**src/rtl/ppu_oam_port.sv**
```systemverilog
// PPU OAM register port: decodes $2003/$2004 accesses, owns the OAM array,
// tracks DMA bursts and serves the sprite-evaluation read port.
module ppu_oam_port #(
    parameter int OAM_DEPTH = 256,
    parameter int BURST_LEN = 256,
    parameter bit ATTR_MASK = 1'b1
) (
    input  logic                              CLK,
    input  logic                              n_RES,
    input  logic                              n_DBE,
    input  logic [2:0]                        RS,
    input  logic                              RnW,
    input  logic [7:0]                        DB_in,
    output logic [7:0]                        DB_out,
    output logic                              DB_oe,
    input  logic                              BLNK,
    input  logic [$clog2(OAM_DEPTH)-1:0]      OAM_rd_addr,
    output logic [7:0]                        OAM_rd_data,
    output logic [$clog2(OAM_DEPTH)-1:0]      OAMADDR,
    output logic [$clog2(BURST_LEN+1)-1:0]    burst_cnt,
    output logic                              burst_done,
    output logic                              wr_ignored
);

    localparam int AW = $clog2(OAM_DEPTH);
    localparam int CW = $clog2(BURST_LEN + 1);

    typedef enum logic [1:0] {IDLE, COMMIT, HOLD} state_t;

    state_t         state;
    logic           dbe_p0;
    logic [2:0]     rs_p1;
    logic           rnw_p1;
    logic [7:0]     db_p1;
    logic [7:0]     mem [OAM_DEPTH];
    logic           start;
    logic           oamaddr_wr;
    logic           oamdata_wr;
    logic           oamdata_rd;
    logic           mem_we;
    logic [CW-1:0]  cnt_inc;
    logic [7:0]     rd_byte;

    // Attribute bytes (addr[1:0]==2) have unimplemented bits [4:2] that read as zero.
    function automatic logic [7:0] mask_byte(input logic [7:0] d, input logic [1:0] a);
        if (ATTR_MASK && a == 2'b10)
            return d & 8'hE3;
        return d;
    endfunction

    assign start      = (state == IDLE) && !n_DBE && dbe_p0;
    assign oamaddr_wr = (state == COMMIT) && !rnw_p1 && (rs_p1 == 3'd3);
    assign oamdata_wr = (state == COMMIT) && !rnw_p1 && (rs_p1 == 3'd4);
    assign oamdata_rd = (state == COMMIT) &&  rnw_p1 && (rs_p1 == 3'd4);
    assign mem_we     = oamdata_wr && BLNK && n_RES;
    assign cnt_inc    = burst_cnt + CW'(1);
    assign rd_byte    = mask_byte(mem[OAMADDR], OAMADDR[1:0]);

    // Stage p1: bus fields captured once, on the access start cycle.
    always_ff @(posedge CLK) begin
        if (start) begin
            rs_p1  <= RS;
            rnw_p1 <= RnW;
            db_p1  <= DB_in;
        end
    end

    always_ff @(posedge CLK) begin
        if (mem_we)
            mem[OAMADDR] <= db_p1;
    end

    always_ff @(posedge CLK or negedge n_RES) begin
        if (!n_RES)
            OAM_rd_data <= '0;
        else
            OAM_rd_data <= mask_byte(mem[OAM_rd_addr], OAM_rd_addr[1:0]);
    end

    // Stage p2: commit of the captured access, then hold until the CPU releases n_DBE.
    always_ff @(posedge CLK or negedge n_RES) begin
        if (!n_RES) begin
            state      <= IDLE;
            dbe_p0     <= 1'b1;
            OAMADDR    <= '0;
            burst_cnt  <= '0;
            DB_out     <= '0;
            DB_oe      <= 1'b0;
            burst_done <= 1'b0;
            wr_ignored <= 1'b0;
        end else begin
            dbe_p0     <= n_DBE;
            burst_done <= 1'b0;
            wr_ignored <= 1'b0;
            case (state)
                IDLE: begin
                    if (start)
                        state <= COMMIT;
                end
                COMMIT: begin
                    state <= HOLD;
                    if (oamaddr_wr) begin
                        OAMADDR   <= db_p1[AW-1:0];
                        burst_cnt <= '0;
                    end else if (oamdata_wr) begin
                        if (BLNK) begin
                            OAMADDR <= OAMADDR + AW'(1);
                            if (cnt_inc == CW'(BURST_LEN)) begin
                                burst_cnt  <= '0;
                                burst_done <= 1'b1;
                            end else begin
                                burst_cnt <= cnt_inc;
                            end
                        end else begin
                            wr_ignored <= 1'b1;
                        end
                    end else if (oamdata_rd) begin
                        DB_out <= rd_byte;
                        DB_oe  <= 1'b1;
                    end
                end
                HOLD: begin
                    if (n_DBE) begin
                        state <= IDLE;
                        DB_oe <= 1'b0;
                    end
                end
                default: state <= IDLE;
            endcase
        end
    end

endmodule

```
**config.mk**
```make
export PLATFORM = sky130hd
export DESIGN_NAME = ppu_oam_port
export DESIGN_NICKNAME = d
export VERILOG_FILES = /design/src/rtl/ppu_oam_port.sv
export SDC_FILE = /design/constraint.sdc
export NUM_CORES = 2
export LEC_CHECK = 0
export CORE_MARGIN = 1
export CORE_UTILIZATION = 32
export CTS_CLUSTER_DIAMETER = 120
export DETAILED_ROUTE_END_ITERATION = 16
export PLACE_DENSITY = 0.52
export SLEW_MARGIN = 20
export SYNTH_ARGS = -nofsm -noshare
export SYNTH_HDL_FRONTEND = slang
export SYNTH_SLANG_ARGS = --single-unit
```
**constraint.sdc**
```tcl
create_clock -name CLK -period 12.75 [get_ports CLK]
set_input_delay 3.825 -clock CLK [delete_from_list [all_inputs] [get_ports CLK]]
set_output_delay 3.825 -clock CLK [all_outputs]
set_load 0.02 [all_outputs]
```
==> summary by stage <==
Run status
The run finished with clean final reports.

Routing
Across all layers, the routed design uses 55090 vias. The final routed wire length divided by cell count is 38.84 um. Summed over all layers, the routed wires come to 351.6 mm. The DRC violation count after routing is 0. The detail route stage leaves a number of antenna-violating nets equal to 0. The first detailed-routing pass ran for 5 iterations. The initial DRC count is 8048. The detailed-route vias per instance is 6.086.

Power
The cell leakage power is 0.03358 uW. The ratio of total power to cell area is 171.3 nW/um^2. VDD sags by at most 0.0001264 V.

STA
The transition time at the pin with the least slew margin is 1407 ps. The period utilization is 59.28%. The final worst slack is 5192 ps. The max-slew violation count was 0. Across all hold checks on the routed design, the worst slack comes to 485.6 ps.

The number of endpoints with negative hold slack in the final report is 0. The final number of setup-violating endpoints is 0. Setup repair after global routing left no endpoint under its margin.

The setup TNS is 0 ps. The clock period minus final worst setup slack is 7558 ps. Timing would allow up to 132.3 MHz.

The clock skew is 72.64 ps. The tightest slew margin relative to the limit is 6.192%.

Final layout
The library cells used most frequently in the layout, excluding fill and tap cells, are sky130_fd_sc_hd__edfxtp_1, sky130_fd_sc_hd__mux4_2, sky130_fd_sc_hd__clkbuf_16. Of the cells placed in the final design, the portion with a size suffix greater than 1 is 35.79%. The area growth from synthesis to layout is 13.27%. The non-filler instance count after layout is 9052. After filler insertion, the fill cell instance count of the layout stands at 27702.

The sequential cells in the finished layout cover a total of 62860 um^2. The commonest non-fill, non-tap cell in the layout is sky130_fd_sc_hd__edfxtp_1. The final net count is 4906. The footprint of the multi-input gates is 33240 um^2.

CTS
In this run, CTS created clock tree buffers numbering 235. Gates resized during post-CTS repair numbered 0. The clock transition at the registers of the reported paths is 60 ps. At the later pin of the worst-skew pair, clock insertion delay measures 920 ps.

After clock tree synthesis, the flow added hold-fix buffers numbering 0. The TritonCTS clock tree is built. In this run the deepest clock path goes through 4 buffers. The number of setup buffers added after CTS is 0.

The H-tree generated during clock tree synthesis spans 4 levels. The clock net in this run drives a total of 2099 sinks. The root buffer cell is sky130_fd_sc_hd__clkbuf_16.

Yosys
Of the post-synthesis cell area, the dominant cell type holds 63.33%. In this run the cell area of the synthesized design comes to 97680 um^2. After synthesis, the cell types taking the most area are sky130_fd_sc_hd__edfxtp_1, sky130_fd_sc_hd__mux4_2, sky130_fd_sc_hd__nor2_1, sky130_fd_sc_hd__mux2i_1, sky130_fd_sc_hd__dfrtp_1. The number of distinct library cells after synthesis is 72. The post-synthesis cell count is 4746.

The number of warnings printed during yosys synthesis is 0. The synthesized area divided by synthesized cell count is 20.58 um^2. Among all flip-flop cells after synthesis, the most frequent one is sky130_fd_sc_hd__edfxtp_1. sky130_fd_sc_hd__edfxtp_1 takes more of the synthesized area than any other cell.

The number of flops mapped to enable cells by yosys is 2060. The number of nets in the synthesized netlist is 4775. The sequential fraction of the synthesis area is 64.33%. The synthesis-stage register bit count is 2099.

For this run, asynchronously set or reset flops after synthesis account for 1.858%.

Floorplan
The die footprint is 307500 um^2. The floorplan has 202 rows. Once the floorplan was initialized, standard cells occupied 32.21% of the core. The die span in x is 554.5 um. The floorplan step set the die height to 554.5 um. Pin placement for this block handled 60 I/O pins. The core region is 303300 um^2.

Global routing
Across every metal layer, demand over resource in global routing totals 22.62%. The via count of the first global-routing pass was 54848. The initial antenna violation count is 20. The maximum number of pins on one net before global-route repair is 179. The residual overflow from global routing is 0. The first-pass GRT wire length is 479.1 mm.

Place
Once placement completed, the tool counted placed cells totaling 8618. Before CTS, the worst setup slack after placement is 4236 ps. The congestion estimate from routability-driven global placement came to 0.9084. During placement, the flow inserted port buffers numbering 59.

The post-detailed-placement half-perimeter wirelength is 223.9 mm.

Min path
The worst hold path was traced through 2 stages. The worst hold path belongs to the class register to register.

Worst setup path
Setup slack on the worst reg-to-reg path comes out at 6780 ps. The worst setup path is launched from an input port. The worst register-to-register path has a depth of 10. The type of destination of the critical path is a register.

STA puts the critical path data arrival time at 8320 ps. The classification of the worst setup path is input port to register. At the worst endpoint, the required time is 13520 ps. The biggest fanout along the worst timing path is 60.

Run
The number of maximum-capacitance constraint violations is 0.
## registers in the layout (all words and copies together) (netlist names)
signal and cells:
rs_p1 3, DB_out 8, rnw_p1 1, OAMADDR 8
mem 2048, OAM_rd_data 8, state 2, burst_done 1
dbe_p0 1, wr_ignored 1, DB_oe 1, db_p1 8
burst_cnt 9
## final timing paths
check / startpoint / endpoint
worst max register to register: OAMADDR[1] / DB_out[5]
min in group asynchronous: n_RES / burst_cnt[3]
worst min-delay path: DB_oe / DB_oe
max in group asynchronous: n_RES / OAMADDR[1]
worst max-delay path: OAM_rd_addr[0] / OAM_rd_data[7]
worst min register to register: DB_oe / DB_oe
## Yosys cell counts (4+ instances only)
cell type and n:
sky130_fd_sc_hd__buf_2 111, sky130_fd_sc_hd__o211ai_1 7, sky130_fd_sc_hd__inv_1 8, sky130_fd_sc_hd__a21oi_1 41, sky130_fd_sc_hd__o32ai_1 4, sky130_fd_sc_hd__a21o_1 4, sky130_fd_sc_hd__nor2b_1 17, sky130_fd_sc_hd__and2_1 8
sky130_fd_sc_hd__a2111oi_0 6, sky130_fd_sc_hd__a31oi_1 10, sky130_fd_sc_hd__nor3b_1 11, sky130_fd_sc_hd__buf_4 47, sky130_fd_sc_hd__buf_6 13, sky130_fd_sc_hd__clkbuf_1 147, sky130_fd_sc_hd__a22oi_1 84, sky130_fd_sc_hd__a221oi_1 16
sky130_fd_sc_hd__dfrtp_1 38, sky130_fd_sc_hd__ha_1 5, sky130_fd_sc_hd__nand2b_1 7, sky130_fd_sc_hd__o21ai_0 36, sky130_fd_sc_hd__buf_1 48, sky130_fd_sc_hd__nand4_1 10, sky130_fd_sc_hd__o31ai_1 6, sky130_fd_sc_hd__nand3_1 53
sky130_fd_sc_hd__mux4_2 1172, sky130_fd_sc_hd__a211oi_1 11, sky130_fd_sc_hd__nor2_1 303, sky130_fd_sc_hd__and2_0 4, sky130_fd_sc_hd__and3_1 6, sky130_fd_sc_hd__nand2_1 178, sky130_fd_sc_hd__mux2i_1 111, sky130_fd_sc_hd__edfxtp_1 2060
sky130_fd_sc_hd__o311ai_0 4, sky130_fd_sc_hd__mux2_2 16, sky130_fd_sc_hd__nor3_1 29, sky130_fd_sc_hd__mux4_1 8, sky130_fd_sc_hd__a32oi_1 17, sky130_fd_sc_hd__a22o_1 16, sky130_fd_sc_hd__o22ai_1 13, sky130_fd_sc_hd__nor4_1 5
## routing by layer
metal | track usage [%] | up-vias | wire length [um]
met4 | 9.312 | 10 | 17020
met2 | 34.95 | 3124 | 161400
met1 | 30.79 | 30353 | 140400
met3 | 5.129 | 623 | 32660
met5 | 0 | - | 64
li1 | - | 20980 | -
## where the power goes
group / switching [uW] / total [uW] / internal, uW
sequential: 97.2 / 7690 / 7590
combinational: 3010 / 4750 / 1740
clock: 2860 / 6520 / 3660
## metrics by stage
step,cell area (um^2),utilization [%],power (uW)
3_5_place_dp,103400,34.10,12500
3_3_place_gp,103300,34.06,12500
5_1_grt,110600,36.47,19330
6_report,110600,36.48,18960
2_1_floorplan,97680,-,10560
4_1_cts,110600,36.46,18960
## area by class of cell
class                   instances  share of cell area, %
well taps                    3978                  4.499
inverters                      11                0.04410
repair buffers                263                  2.127
diodes                          9                0.02036
flip-flops and latches       2099                  56.81
multi-input cells            2267                  30.05
clock buffers                 304                  5.624
clock inverters               121                 0.8312
## critical path, cell delays in order
cell and delay [ps]:
sky130_fd_sc_hd__buf_8 570, sky130_fd_sc_hd__buf_4 620, sky130_fd_sc_hd__buf_4 830, sky130_fd_sc_hd__mux4_2 600
sky130_fd_sc_hd__mux4_2 530, sky130_fd_sc_hd__mux2_2 290, sky130_fd_sc_hd__o22ai_1 750, sky130_fd_sc_hd__nor3b_1 110
## cell families (layout without fill, tap and decap cells)
| logic type | after synthesis | count (layout) | synth area share, % |
|---|---|---|---|
| other | 0 | 9 | 0 |
| flip-flops | 2099 | 2099 | 64.33 |
| XOR/XNOR | 3 | 3 | 0.02690 |
| AO/OA/AOI/OAI | 302 | 302 | 2.219 |
| buffers and inverters | 380 | 699 | 1.928 |
| multiplexers | 1307 | 1307 | 28.56 |
| adder cells (fa/ha/maj) | 5 | 5 | 0.06404 |
| AND/OR/NAND/NOR | 650 | 650 | 2.877 |
No activity file was read; power rests on OpenSTA's default activity.
